File: config.mk
export PLATFORM = sky130hd
export DESIGN_NAME = torus_port_arbiter
export DESIGN_NICKNAME = d
export VERILOG_FILES = /design/src/rtl/torus_noc_pkg.sv /design/src/rtl/torus_port_arbiter_rr_grant.sv /design/src/rtl/torus_port_arbiter.sv
export SDC_FILE = /design/constraint.sdc
export NUM_CORES = 1
export LEC_CHECK = 0
export ABC_CLOCK_PERIOD_IN_PS = 11600
export BUFFER_PORTS_ARGS = -buffer_cell sky130_fd_sc_hd__buf_2
export CAP_MARGIN = 20
export CORE_MARGIN = 10
export CORE_UTILIZATION = 50
export CTS_CLUSTER_DIAMETER = 100
export CTS_CLUSTER_SIZE = 14
export DETAILED_ROUTE_END_ITERATION = 10
export PLACE_DENSITY = 0.95
export REMOVE_ABC_BUFFERS = 1
export SETUP_SLACK_MARGIN = 0.15
export SLEW_MARGIN = 10
export SYNTH_ARGS = -nofsm -noshare
export SYNTH_HDL_FRONTEND = slang
export SYNTH_SLANG_ARGS = --single-unit
export TNS_END_PERCENT = 20
File: constraint.sdc
create_clock -name clk -period 11.6 [get_ports clk]
set_clock_uncertainty 0.2 [all_clocks]
set_input_delay 2.32 -clock clk [delete_from_list [all_inputs] [get_ports clk]]
set_output_delay 2.32 -clock clk [all_outputs]
set_load 0.02 [all_outputs]
File: src/rtl/torus_noc_pkg.sv
// Shared types and constants for the torus router: flit width, input count,
// port indices and the round-robin wrap helper.
package torus_noc_pkg;

  localparam int D_W  = 32;
  localparam int N_IN = 5;

  localparam int PORT_LOCAL = 0;
  localparam int PORT_N     = 1;
  localparam int PORT_S     = 2;
  localparam int PORT_E     = 3;
  localparam int PORT_W     = 4;

  typedef logic [D_W-1:0] flit_t;

  // Successor of a round-robin index with an explicit wrap, so the input
  // count does not have to be a power of two.
  function automatic int rr_next(input int idx, input int n);
    int nxt;
    if (idx >= n - 1) begin
      nxt = 0;
    end else begin
      nxt = idx + 1;
    end
    return nxt;
  endfunction

endpackage

File: src/rtl/torus_port_arbiter_rr_grant.sv
// Combinational cyclic priority picker: first asserted request at or after
// ptr, wrapping past the top index back to 0. Also used by the crossbar allocator.
module rr_grant
  import torus_noc_pkg::*;
#(
  parameter int N_IN = torus_noc_pkg::N_IN,
  localparam int PTR_W = $clog2(N_IN)
) (
  input  logic [N_IN-1:0]  req,
  input  logic [PTR_W-1:0] ptr,
  input  logic             en,
  output logic [N_IN-1:0]  gnt,
  output logic [PTR_W-1:0] gnt_idx,
  output logic             any
);

  logic [PTR_W:0]   w_sum;
  logic [PTR_W-1:0] w_idx;

  // Scan offsets 0..N_IN-1 from ptr; the first valid request wins.
  always_comb begin
    gnt     = {N_IN{1'b0}};
    gnt_idx = {PTR_W{1'b0}};
    any     = 1'b0;
    w_sum   = {(PTR_W+1){1'b0}};
    w_idx   = {PTR_W{1'b0}};
    for (int i = 0; i < N_IN; i++) begin
      w_sum = {1'b0, ptr} + (PTR_W+1)'(i);
      if (w_sum >= (PTR_W+1)'(N_IN)) begin
        w_sum = w_sum - (PTR_W+1)'(N_IN);
      end else begin
        w_sum = w_sum;
      end
      w_idx = w_sum[PTR_W-1:0];
      if (en && !any && req[w_idx]) begin
        gnt[w_idx] = 1'b1;
        gnt_idx    = w_idx;
        any        = 1'b1;
      end else begin
        any = any;
      end
    end
  end

endmodule

File: src/rtl/torus_port_arbiter.sv
// Output-port stage of the torus router: round-robin pick of one input beat
// per cycle into a single registered valid/data output with backpressure.
module torus_port_arbiter
  import torus_noc_pkg::*;
#(
  parameter int D_W  = torus_noc_pkg::D_W,
  parameter int N_IN = torus_noc_pkg::N_IN,
  localparam int PTR_W = $clog2(N_IN)
) (
  input  logic              clk,
  input  logic              rst,
  input  logic [N_IN-1:0]   in_v,
  input  logic [N_IN*D_W-1:0] in_d,
  output logic [N_IN-1:0]   in_b,
  output logic              o_v,
  output logic [D_W-1:0]    o_d,
  input  logic              o_b
);

  logic             r_o_v;
  logic [D_W-1:0]   r_o_d;
  logic [PTR_W-1:0] r_rr_ptr;

  logic             w_adv;
  logic             w_en;
  logic [N_IN-1:0]  w_gnt;
  logic [PTR_W-1:0] w_gnt_idx;
  logic             w_any;
  logic [D_W-1:0]   w_in_d [N_IN];
  logic [D_W-1:0]   w_sel_d;
  logic [PTR_W-1:0] w_next_ptr;

  genvar gi;
  for (gi = 0; gi < N_IN; gi++) begin : g_unpack
    assign w_in_d[gi] = in_d[gi*D_W +: D_W];
  end

  // The register may load when empty or when its beat leaves this cycle;
  // reset gates the grant so every input sees backpressure while held.
  assign w_adv = !r_o_v || !o_b;
  assign w_en  = w_adv && rst;

  rr_grant #(
    .N_IN (N_IN)
  ) u_rr_grant (
    .req     (in_v),
    .ptr     (r_rr_ptr),
    .en      (w_en),
    .gnt     (w_gnt),
    .gnt_idx (w_gnt_idx),
    .any     (w_any)
  );

  assign in_b       = ~w_gnt;
  assign w_sel_d    = w_in_d[w_gnt_idx];
  assign w_next_ptr = PTR_W'(rr_next(int'(w_gnt_idx), N_IN));

  // Output beat register and round-robin pointer.
  always_ff @(posedge clk or negedge rst) begin
    if (!rst) begin
      r_o_v    <= 1'b0;
      r_o_d    <= {D_W{1'b0}};
      r_rr_ptr <= {PTR_W{1'b0}};
    end else if (w_adv) begin
      if (w_any) begin
        r_o_v    <= 1'b1;
        r_o_d    <= w_sel_d;
        r_rr_ptr <= w_next_ptr;
      end else begin
        r_o_v    <= 1'b0;
        r_o_d    <= r_o_d;
        r_rr_ptr <= r_rr_ptr;
      end
    end else begin
      r_o_v    <= r_o_v;
      r_o_d    <= r_o_d;
      r_rr_ptr <= r_rr_ptr;
    end
  end

  assign o_v = r_o_v;
  assign o_d = r_o_d;

endmodule

-- Word-level counts from Yosys, hierarchy flattened
Index checks and enable logic that the tools add are counted.
- register bits after elaboration: 36
- bits of input ports: 168
- output and inout port bits: 38
- logic and storage cells: 104
- add/subtract/negate cells: 10
- $lt $le $gt $ge: 17
- muxes and demuxes: 45
- bitwise operators: 6
- reduce and logical (&&, ||, !) cells: 23
- operator list (kind ; count):
    binary-select mux 32 bit (select 3 bit) ; 1
    two-way mux 32 bit ; 2
    two-way mux 3 bit ; 11
    two-way mux 5 bit ; 5
    less-than comparator 3 x 4 -> 1 bit (second input constant) ; 5
    OR 5 bit ; 4
    >= comparator 4 x 3 -> 1 bit (second input constant) ; 4
    two-way mux 1 bit ; 16
    binary-select mux 1 bit (select 3 bit) ; 5
    demux 1 bit (select 3 bit) ; 5
    >= comparator 3 x 1 -> 1 bit (second input constant) ; 5
    logical AND 1 bit ; 15
    subtractor 3 bit (second input constant) ; 5
    adder 3 x 2 -> 4 bit (second input constant) ; 2
    >= comparator 3 bit (second input constant) ; 2
    zero test 1 bit ; 6
    NOT 5 bit ; 1
    adder 3 x 1 -> 4 bit (second input constant) ; 1
    adder 3 x 3 -> 4 bit (second input constant) ; 1
    >= comparator 4 bit (second input constant) ; 1
    NOT 3 -> 4 bit ; 1
    adder 3 x 1 -> 3 bit (second input constant) ; 1
    AND reduction 2 bit ; 1
    logical OR 1 bit ; 1

-- Logic depth before layout (Yosys ltp)
Gate-level depths: netlist of the first run.
- word-level depth: 26
- gate-level depth with buffers: 19
- gate-level depth less buffers: 16

-- Cells and area by module
From an unflattened synthesis of the first run, not the netlist that was laid out.
- cells, all modules: 358
- area total of the unflattened synthesis: 3906.2 µm²
- modules (own cells, without submodules) (module ; times used ; cells an instance ; area each (µm²) ; sequential area each (µm²)):
    torus_port_arbiter ; 1 ; 176 ; 2528.7 ; 900.9
    rr_grant ; 1 ; 182 ; 1377.6 ; 0.0

-- Least setup slack after synthesis of the first run
No wires, ideal clock.
- path type: input -> output
- start: input port o_b
- end: output port in_b[1]
- arrival: 4.213 ns
- data required time: 9.080 ns
- slack: 4.867 ns
- cell stages on the path: 9
- buffers on the path: 2
- cells stage by stage: nand2_1 -> and2_1 -> buf_2 -> o31ai_1 -> nor2_2 -> mux2_2 -> a211o_1 -> clkbuf_1 -> inv_1
- cells in the longest elaborated chain, start to end: 22
- elaborated cells on any way between the ends: 30
- classes of those cells: 9 x mux; 5 x bitwise; 16 x reduce/logical
- RTL lines (element ; line ; text):
    start, declared ; torus_port_arbiter.sv:17 ; input logic o_b
    zero test 1 bit (*) ; torus_port_arbiter.sv:40 ; assign w_adv = !r_o_v || !o_b;
    logical OR 1 bit (*) ; torus_port_arbiter.sv:40 ;
    logical AND 1 bit (*) ; torus_port_arbiter.sv:41 ; assign w_en = w_adv && rst;
    logical AND 1 bit ; torus_port_arbiter_rr_grant.sv:35 ; if (en && !any && req[w_idx]) begin
    two-way mux 1 bit ; torus_port_arbiter_rr_grant.sv:35 ;
    zero test 1 bit ; torus_port_arbiter_rr_grant.sv:35 ;
    logical AND 1 bit (2 in a row) ; torus_port_arbiter_rr_grant.sv:35 ;
    two-way mux 1 bit ; torus_port_arbiter_rr_grant.sv:35 ;
    (+3 left out) ; n/a ;
    two-way mux 1 bit ; torus_port_arbiter_rr_grant.sv:35 ;
    zero test 1 bit ; torus_port_arbiter_rr_grant.sv:35 ;
    logical AND 1 bit (2 in a row) ; torus_port_arbiter_rr_grant.sv:35 ;
    two-way mux 1 bit ; torus_port_arbiter_rr_grant.sv:35 ;
    zero test 1 bit ; torus_port_arbiter_rr_grant.sv:35 ;
    logical AND 1 bit (2 in a row) ; torus_port_arbiter_rr_grant.sv:35 ;
    two-way mux 5 bit (*) ; torus_port_arbiter_rr_grant.sv:35 ;
    NOT 5 bit (*) ; torus_port_arbiter.sv:54 ; assign in_b = ~w_gnt;
    end, declared ; torus_port_arbiter.sv:14 ; output logic [N_IN-1:0] in_b,
Mark *: on every way between the ends. The rest lies on a longest branch, timed or not.

-- Worst setup path after layout of the first run
- start: input port rst
- end: output port in_b[3]
- cells in the longest elaborated chain, start to end: 20
- elaborated cells on any way between the ends: 28
- classes of those cells: 9 x mux; 5 x bitwise; 14 x reduce/logical
- RTL lines (element ; line ; text):
    start, declared ; torus_port_arbiter.sv:11 ; input logic rst,
    logical AND 1 bit (*) ; torus_port_arbiter.sv:41 ;
    logical AND 1 bit ; torus_port_arbiter_rr_grant.sv:35 ;
    two-way mux 1 bit ; torus_port_arbiter_rr_grant.sv:35 ;
    zero test 1 bit ; torus_port_arbiter_rr_grant.sv:35 ;
    logical AND 1 bit (2 in a row) ; torus_port_arbiter_rr_grant.sv:35 ;
    two-way mux 1 bit ; torus_port_arbiter_rr_grant.sv:35 ;
    zero test 1 bit ; torus_port_arbiter_rr_grant.sv:35 ;
    logical AND 1 bit (2 in a row) ; torus_port_arbiter_rr_grant.sv:35 ;
    two-way mux 1 bit ; torus_port_arbiter_rr_grant.sv:35 ;
    zero test 1 bit ; torus_port_arbiter_rr_grant.sv:35 ;
    logical AND 1 bit (2 in a row) ; torus_port_arbiter_rr_grant.sv:35 ;
    two-way mux 1 bit ; torus_port_arbiter_rr_grant.sv:35 ;
    zero test 1 bit ; torus_port_arbiter_rr_grant.sv:35 ;
    logical AND 1 bit (2 in a row) ; torus_port_arbiter_rr_grant.sv:35 ;
    two-way mux 5 bit (*) ; torus_port_arbiter_rr_grant.sv:35 ;
    NOT 5 bit (*) ; torus_port_arbiter.sv:54 ;
Marks and branches as above.

==> summary.md, run 1 <==
| Metric | Value |
|---|---|
| Outcome | `finished clean` |
| Clock Path Buffers | `2` |
| Top_reg_cell synth | `dfrtp_1` |
| Vias per cell | `6.697` |
| Setup TNS | `0 ns` |
| Synth top area share | `21.46%` |
| Setup Crit Path Kind | `in -> out` |
| # fillers | `710` |
| MaxCap Viol Count | `0` |
| Worst Max-Slew Pin Slew | `1.066 ns` |
| Starting Density | `51.35%` |
| GPL Wtd Cong | `0.9906` |
| Multi-input logic area | `0.002974 mm^2` |
| Area Overhead vs Synth | `25.60%` |
| Slew HR | `28.96%` |
| Crit path DAT | `5.35 ns` |
| DPL Wire Length | `14210 um` |
| Final hold vios | `0` |
| Max incr delay on CP | `0.61 ns` |
| Clock sink count | `36` |
| Max Fclk | `127.1 MHz` |
| Initial DRC count | `613` |
| Setup Buffers After CTS | `0` |
| Clock slew at reported path FFs | `0.07 ns` |
| Post-synth EDFFs | `0` |
| Num rows | `33` |
| Total gr overflow | `0` |
| Critical path fanouts, max | `38` |
| Post-CTS sizing | `0` |
| Worst Path Required | `9.08 ns` |
| Synth area leaders | `dfrtp_1, o221a_2, nand3_2` |
| Die Wd | `111.6 um` |
| Port bufs | `205` |
| CTS H-tree depth | `2` |
| Synth cell types | `71` |
| CP max-delay cell | `buf_2` |
| Share of cells above drive strength 1 | `47.01%` |
| Gr usage total | `26.61%` |
| Worst skew pair latency | `0.28 ns` |
| Clock root buffer | `clkbuf_8` |
| Worst hold path type | `reg -> reg` |
| Minimum clock period | `7.870 ns` |
| First-pass GRT wire length | `28030 um` |
| CP Launch Type | `input pin` |
| Yosys top cell by area | `dfrtp_1` |
| IO Pins | `206` |
| Ys async rst share | `100.0%` |
| CP Cell Sequence | `buf_2, and2_1, o211ai_1, nor3_2, nand3_1, nor3_4, buf_4, nor2_1, buf_2` |
| Aggregate routed wire length | `18210 um` |
| Yosys warning count | `0` |
| Initial antenna violation count | `3` |
| Setup violations, final | `0` |
| Synth Instances | `491` |
| Syn_area_per_cell | `8.549 um^2` |
| Most used cell, CP | `buf_2` |
| Vias in the first global route | `5218` |
| Router iterations before antenna repair | `6` |
| Die Span Y | `111.6 um` |
| Slew Limit Fails | `0` |
| Seq/Total Area, Yosys | `21.46%` |
| Seq cells post-synth | `36` |
| Wire length per cell | `23.50 um` |
| CP Capture Type | `primary output` |
| Buf/Inv on CP | `3` |
| CTS buffer count | `5` |
| Mapped Area | `0.004198 mm^2` |
| Hold-fix buffers, CTS | `0` |
| Reg area | `900.9 um^2` |
| CTS tree | `built` |
| CORE AREA | `0.008175 mm^2` |
| Fin crit share | `67.84%` |
| CP top delay family | `simple AND/OR/NAND/NOR gates` |
| Via count | `5190` |
| Largest net degree at the start of global routing | `39` |
| Routed Antenna Nets | `0` |
| Die area | `0.01246 mm^2` |
| Nets | `845` |
| DRC violations left | `0` |
| Unrepaired setup endpoints after global routing | `no` |
-- synthesized netlist by cell type (3+ instances only) --
cell,n
a211o_1,6
a211oi_1,5
a211oi_2,5
a21oi_1,12
a221oi_1,33
buf_2,18
buf_4,4
buf_6,10
clkbuf_1,12
dfrtp_1,36
ha_1,9
inv_1,15
mux2_2,3
mux2i_1,5
nand2_1,56
nand2b_1,7
nand3_1,8
nand3_2,29
nand4_1,38
nor2_1,21
nor2b_1,5
nor3_1,3
nor4_1,3
o211ai_1,3
o21ai_0,42
o21ai_1,4
o221a_2,33
xnor2_1,4
-- worst paths after layout --
kind | cells past startpoint | start | to | slack, ns
setup / recovery | 9 | rst | in_b[3] | 3.73
hold / removal | 1 | o_d[21]$_DFFE_PN0P_ | o_d[21]$_DFFE_PN0P_ | 0.39
setup reg to reg | 14 | r_rr_ptr[0]$_DFFE_PN0P_ | r_rr_ptr[2]$_DFFE_PN0P_ | 5.92
hold reg to reg | 1 | o_d[21]$_DFFE_PN0P_ | o_d[21]$_DFFE_PN0P_ | 0.39
max in group asynchronous | 1 | rst | o_d[21]$_DFFE_PN0P_ | 8.78
min in group asynchronous | 1 | rst | o_d[6]$_DFFE_PN0P_ | 1.92
-- metrics by stage --
stage | util [%] | cells | area [um^2] | setup slack [ns] | hold WS (ns)
2_1_floorplan | - | 447 | 3920 | 4.464 | 0.4123
3_5_place_dp | 63.12 | 765 | 5160 | 3.743 | 0.3660
3_3_place_gp | 63.12 | 765 | 5160 | 3.806 | 0.3568
4_1_cts | 64.43 | 773 | 5268 | 3.751 | 0.3880
6_report | 64.49 | 775 | 5273 | 3.730 | 0.3891
5_1_grt | 64.49 | 775 | 5273 | 3.413 | 0.4069
-- per-layer routing --
layer  vias to the layer above  GRT usage (%)  share of wire (%)
met5                         -              0                  0
met4                         0          12.94                4.8
met3                        72          6.227                 11
met2                       416          43.40                 47
met1                      2396          32.11                 37
li1                       2306              -                  -
-- flip-flops by register name (all words and copies together) (netlist names) --
name      flops
o_d          32
r_rr_ptr      3
o_v           1
-- kinds of logic after synthesis --
logic type | count (synthesis) | synth area share, %
muxes | 8 | 1.997
adders and majority gates | 10 | 3.160
DFF | 36 | 21.46
and+or+nand+nor | 192 | 27.36
buffers and inverters | 62 | 8.226
AOI/OAI and AO/OA | 178 | 36.75
xor gates and xnor gates | 5 | 1.043
-- layout make-up --
type	instances	share of cell area [%]
Tap cell	105	2.492
Clock inverter	2	0.6645
Timing Repair Buffer	213	20.60
Clock buffer	6	1.376
Multi-Input combinational cell	393	56.41
Inverter	18	1.281
Antenna cell	2	0.09492
Sequential cell	36	17.09
-- cell usage in the layout, fill, tap and decap left out, types with 6 or more instances in the layout --
cell type	count
ha_1	9
buf_4	8
a211o_1	6
nand2b_1	7
buf_2	205
nor2_1	21
inv_1	15
o221a_2	33
nand3_1	8
nand3_2	29
nand4_1	38
o21ai_0	42
a221oi_1	33
nand2_1	56
a21oi_1	12
dfrtp_1	36
Power of run 1 is not shown: default switching activity piles up to over one toggle a cycle in this logic, so the estimate is an artifact.
==> run 2: changes to the inputs <==
ABC_CLOCK_PERIOD_IN_PS = 7000   (was 11600)
CORE_UTILIZATION = 43   (was 50)
PLACE_DENSITY = 0.89   (was 0.95)
clock period = 7 ns   (was 11.6 ns; I/O delays follow)
==> run 2 against run 1 <==
  * Wire length fell by 0.65%
  * Die area is 13% higher
  * Sequential share of layout area down 0.14 points
  * Via count rose by 0.48%
  * Sequential cell count is the same
  * Critical endpoint unchanged
==> summary.md, run 2 (synthesis gave the netlist of run 1 again) <==
| Metric | Value |
|---|---|
| Gr usage total | `24.46% (-2.1 points)` |
| Antenna cells | `0 (-2)` |
| Vias in the first global route | `5710 (+9.4%)` |
| Dpl ws | `1.476 ns (-2.267 ns)` |
| Final WS setup | `1.040 ns (-2.691 ns)` |
| Setup Buffers After CTS | `0 (unchanged)` |
| Clock Path Buffers | `2 (unchanged)` |
| Worst skew pair latency | `0.30 ns (+0.02 ns)` |
| Unrepaired setup endpoints after global routing | `no` |
| Vias per cell | `6.486 (-3.1%)` |
| Setup Crit Path Kind | `reg -> out` |
| Setup TNS | `0 ns (unchanged)` |
| Max FFs per register | `32 (unchanged)` |
| DRC violations left | `0 (unchanged)` |
| Aggregate routed wire length | `18090 um (-0.65%)` |
| Share of cells above drive strength 1 | `47.09% (+0.088 points)` |
| Initial DRC count | `637 (+3.9%)` |
| Post-CTS sizing | `0 (unchanged)` |
| Area Overhead vs Synth | `26.62%` |
| Critical path fanouts, max | `12 (-68%)` |
| Die Span Y | `118.8 um (+6.4%)` |
| First-pass GRT wire length | `28590 um (+2.0%)` |
| CTS H-tree depth | `2 (unchanged)` |
| Via count | `5215 (+0.48%)` |
| Final hold vios | `0 (unchanged)` |
| Slew HR | `35.03% (+6.1 points)` |
| Layout Cells excl Fill | `804 (+3.7%)` |
| Slew Limit Fails | `0 (unchanged)` |
| CORE AREA | `0.009639 mm^2 (+18%)` |
| Nets | `848 (+0.36%)` |
| CP Capture Type | `primary output` |
| Hold depth | `2 (+1)` |
| Fin crit share | `85.15%` |
| Most frequent cells in the layout | `buf_2, nand2_1, o21ai_0, nand4_1, dfrtp_1` |
| Largest net degree at the start of global routing | `38 (-2.6%)` |
| Max Fclk | `167.8 MHz` |
| IO Pins | `206 (unchanged)` |
| Minimum clock period | `5.960 ns` |
| Initial antenna violation count | `0 (-3)` |
| Die area | `0.01411 mm^2 (+13%)` |
| Worst Max-Slew Pin Slew | `0.9643 ns (-0.1014 ns)` |
| Wire length per cell | `22.50 um (-4.2%)` |
| Placed insts | `795 (+3.9%)` |
| Clock sink count | `36 (unchanged)` |
| Starting Density | `43.55% (-7.8 points)` |
| Crit path DAT | `4.36 ns (-0.99 ns)` |
| Num rows | `36 (+9.1%)` |
| Setup violations, final | `0 (unchanged)` |
| Worst hold path type | `reg -> reg` |
| MaxCap Viol Count | `0 (unchanged)` |
| R2R depth | `14 (unchanged)` |
| CTS buffer count | `5 (unchanged)` |
| Port bufs | `205 (unchanged)` |
| Routed Antenna Nets | `0 (unchanged)` |
| Outcome | `finished clean` |
| CP Launch Type | `flip-flop` |
| Hold-fix buffers, CTS | `0 (unchanged)` |
| Die Wd | `118.8 um (+6.4%)` |
| GPL Wtd Cong | `0.9706 (-2.0%)` |
| Clock root buffer | `clkbuf_8` |
| Most common cell after layout, fill and taps aside | `buf_2` |
| Worst Path Required | `5.40 ns (-3.68 ns)` |
| Clock slew at reported path FFs | `0.08 ns (about the same)` |
| DPL Wire Length | `13640 um (-4.0%)` |
| Total gr overflow | `0 (unchanged)` |
| CTS tree | `built` |
| Router iterations before antenna repair | `5 (-1)` |
| # fillers | `890 (+25%)` |
[run 2: path summary, 6_finish.rpt]
check	from	end	slack [ns]
worst max-delay path	r_rr_ptr[1]$_DFFE_PN0P_	in_b[3]	1.04
worst min-delay path	o_v$_DFFE_PN0N_	o_v$_DFFE_PN0N_	0.35
worst max register to register	r_rr_ptr[1]$_DFFE_PN0P_	r_rr_ptr[2]$_DFFE_PN0P_	1.66
worst min register to register	o_v$_DFFE_PN0N_	o_v$_DFFE_PN0N_	0.35
max in group asynchronous	rst	o_d[10]$_DFFE_PN0P_	5.27
min in group asynchronous	rst	o_d[27]$_DFFE_PN0P_	0.96
[run 2: worst max-delay path, cell delays in order (launching register included)]
cell and delay (ns):
dfrtp_1 0.63, inv_1 0.21, ha_1 0.65, clkinv_1 0.40
mux2i_1 0.40, a211oi_2 0.11, o31ai_4 0.53, a31oi_2 0.23
a31oi_1 0.26, o21ai_2 0.08, nor2_1 0.31, buf_2 0.24
[run 2: through the flow]
stage	hold slack, ns	utilization, %	cell area, um^2
after floorplan	0.4123	-	3920
final	0.3494	55.14	5315
after global placement	0.2936	54.05	5210
after CTS	0.3440	54.93	5295
after detailed placement	0.3236	54.05	5210
after global routing	0.3650	55.14	5315
[run 2: per-layer routing]
metal  GRT usage, %  part of all wire [%]  up-vias
met2          39.78                    46      407
met4          14.96                   5.9        0
li1               -                     -     2307
met5              0                     0        -
met3          7.377                    10       94
met1          27.64                    38     2407
[run 2: cell type report]
cell class | count | area [um^2] | area share (%)
multi-input cells | 393 | 2974 | 55.96
repair buffers | 216 | 1121 | 21.09
flip-flops and latches | 36 | 900.9 | 16.95
well taps | 133 | 166.4 | 3.131
clock buffers | 7 | 76.32 | 1.436
inverters | 18 | 67.56 | 1.271
clock inverters | 1 | 8.758 | 0.1648
Power of run 2 is left out for the same reason.
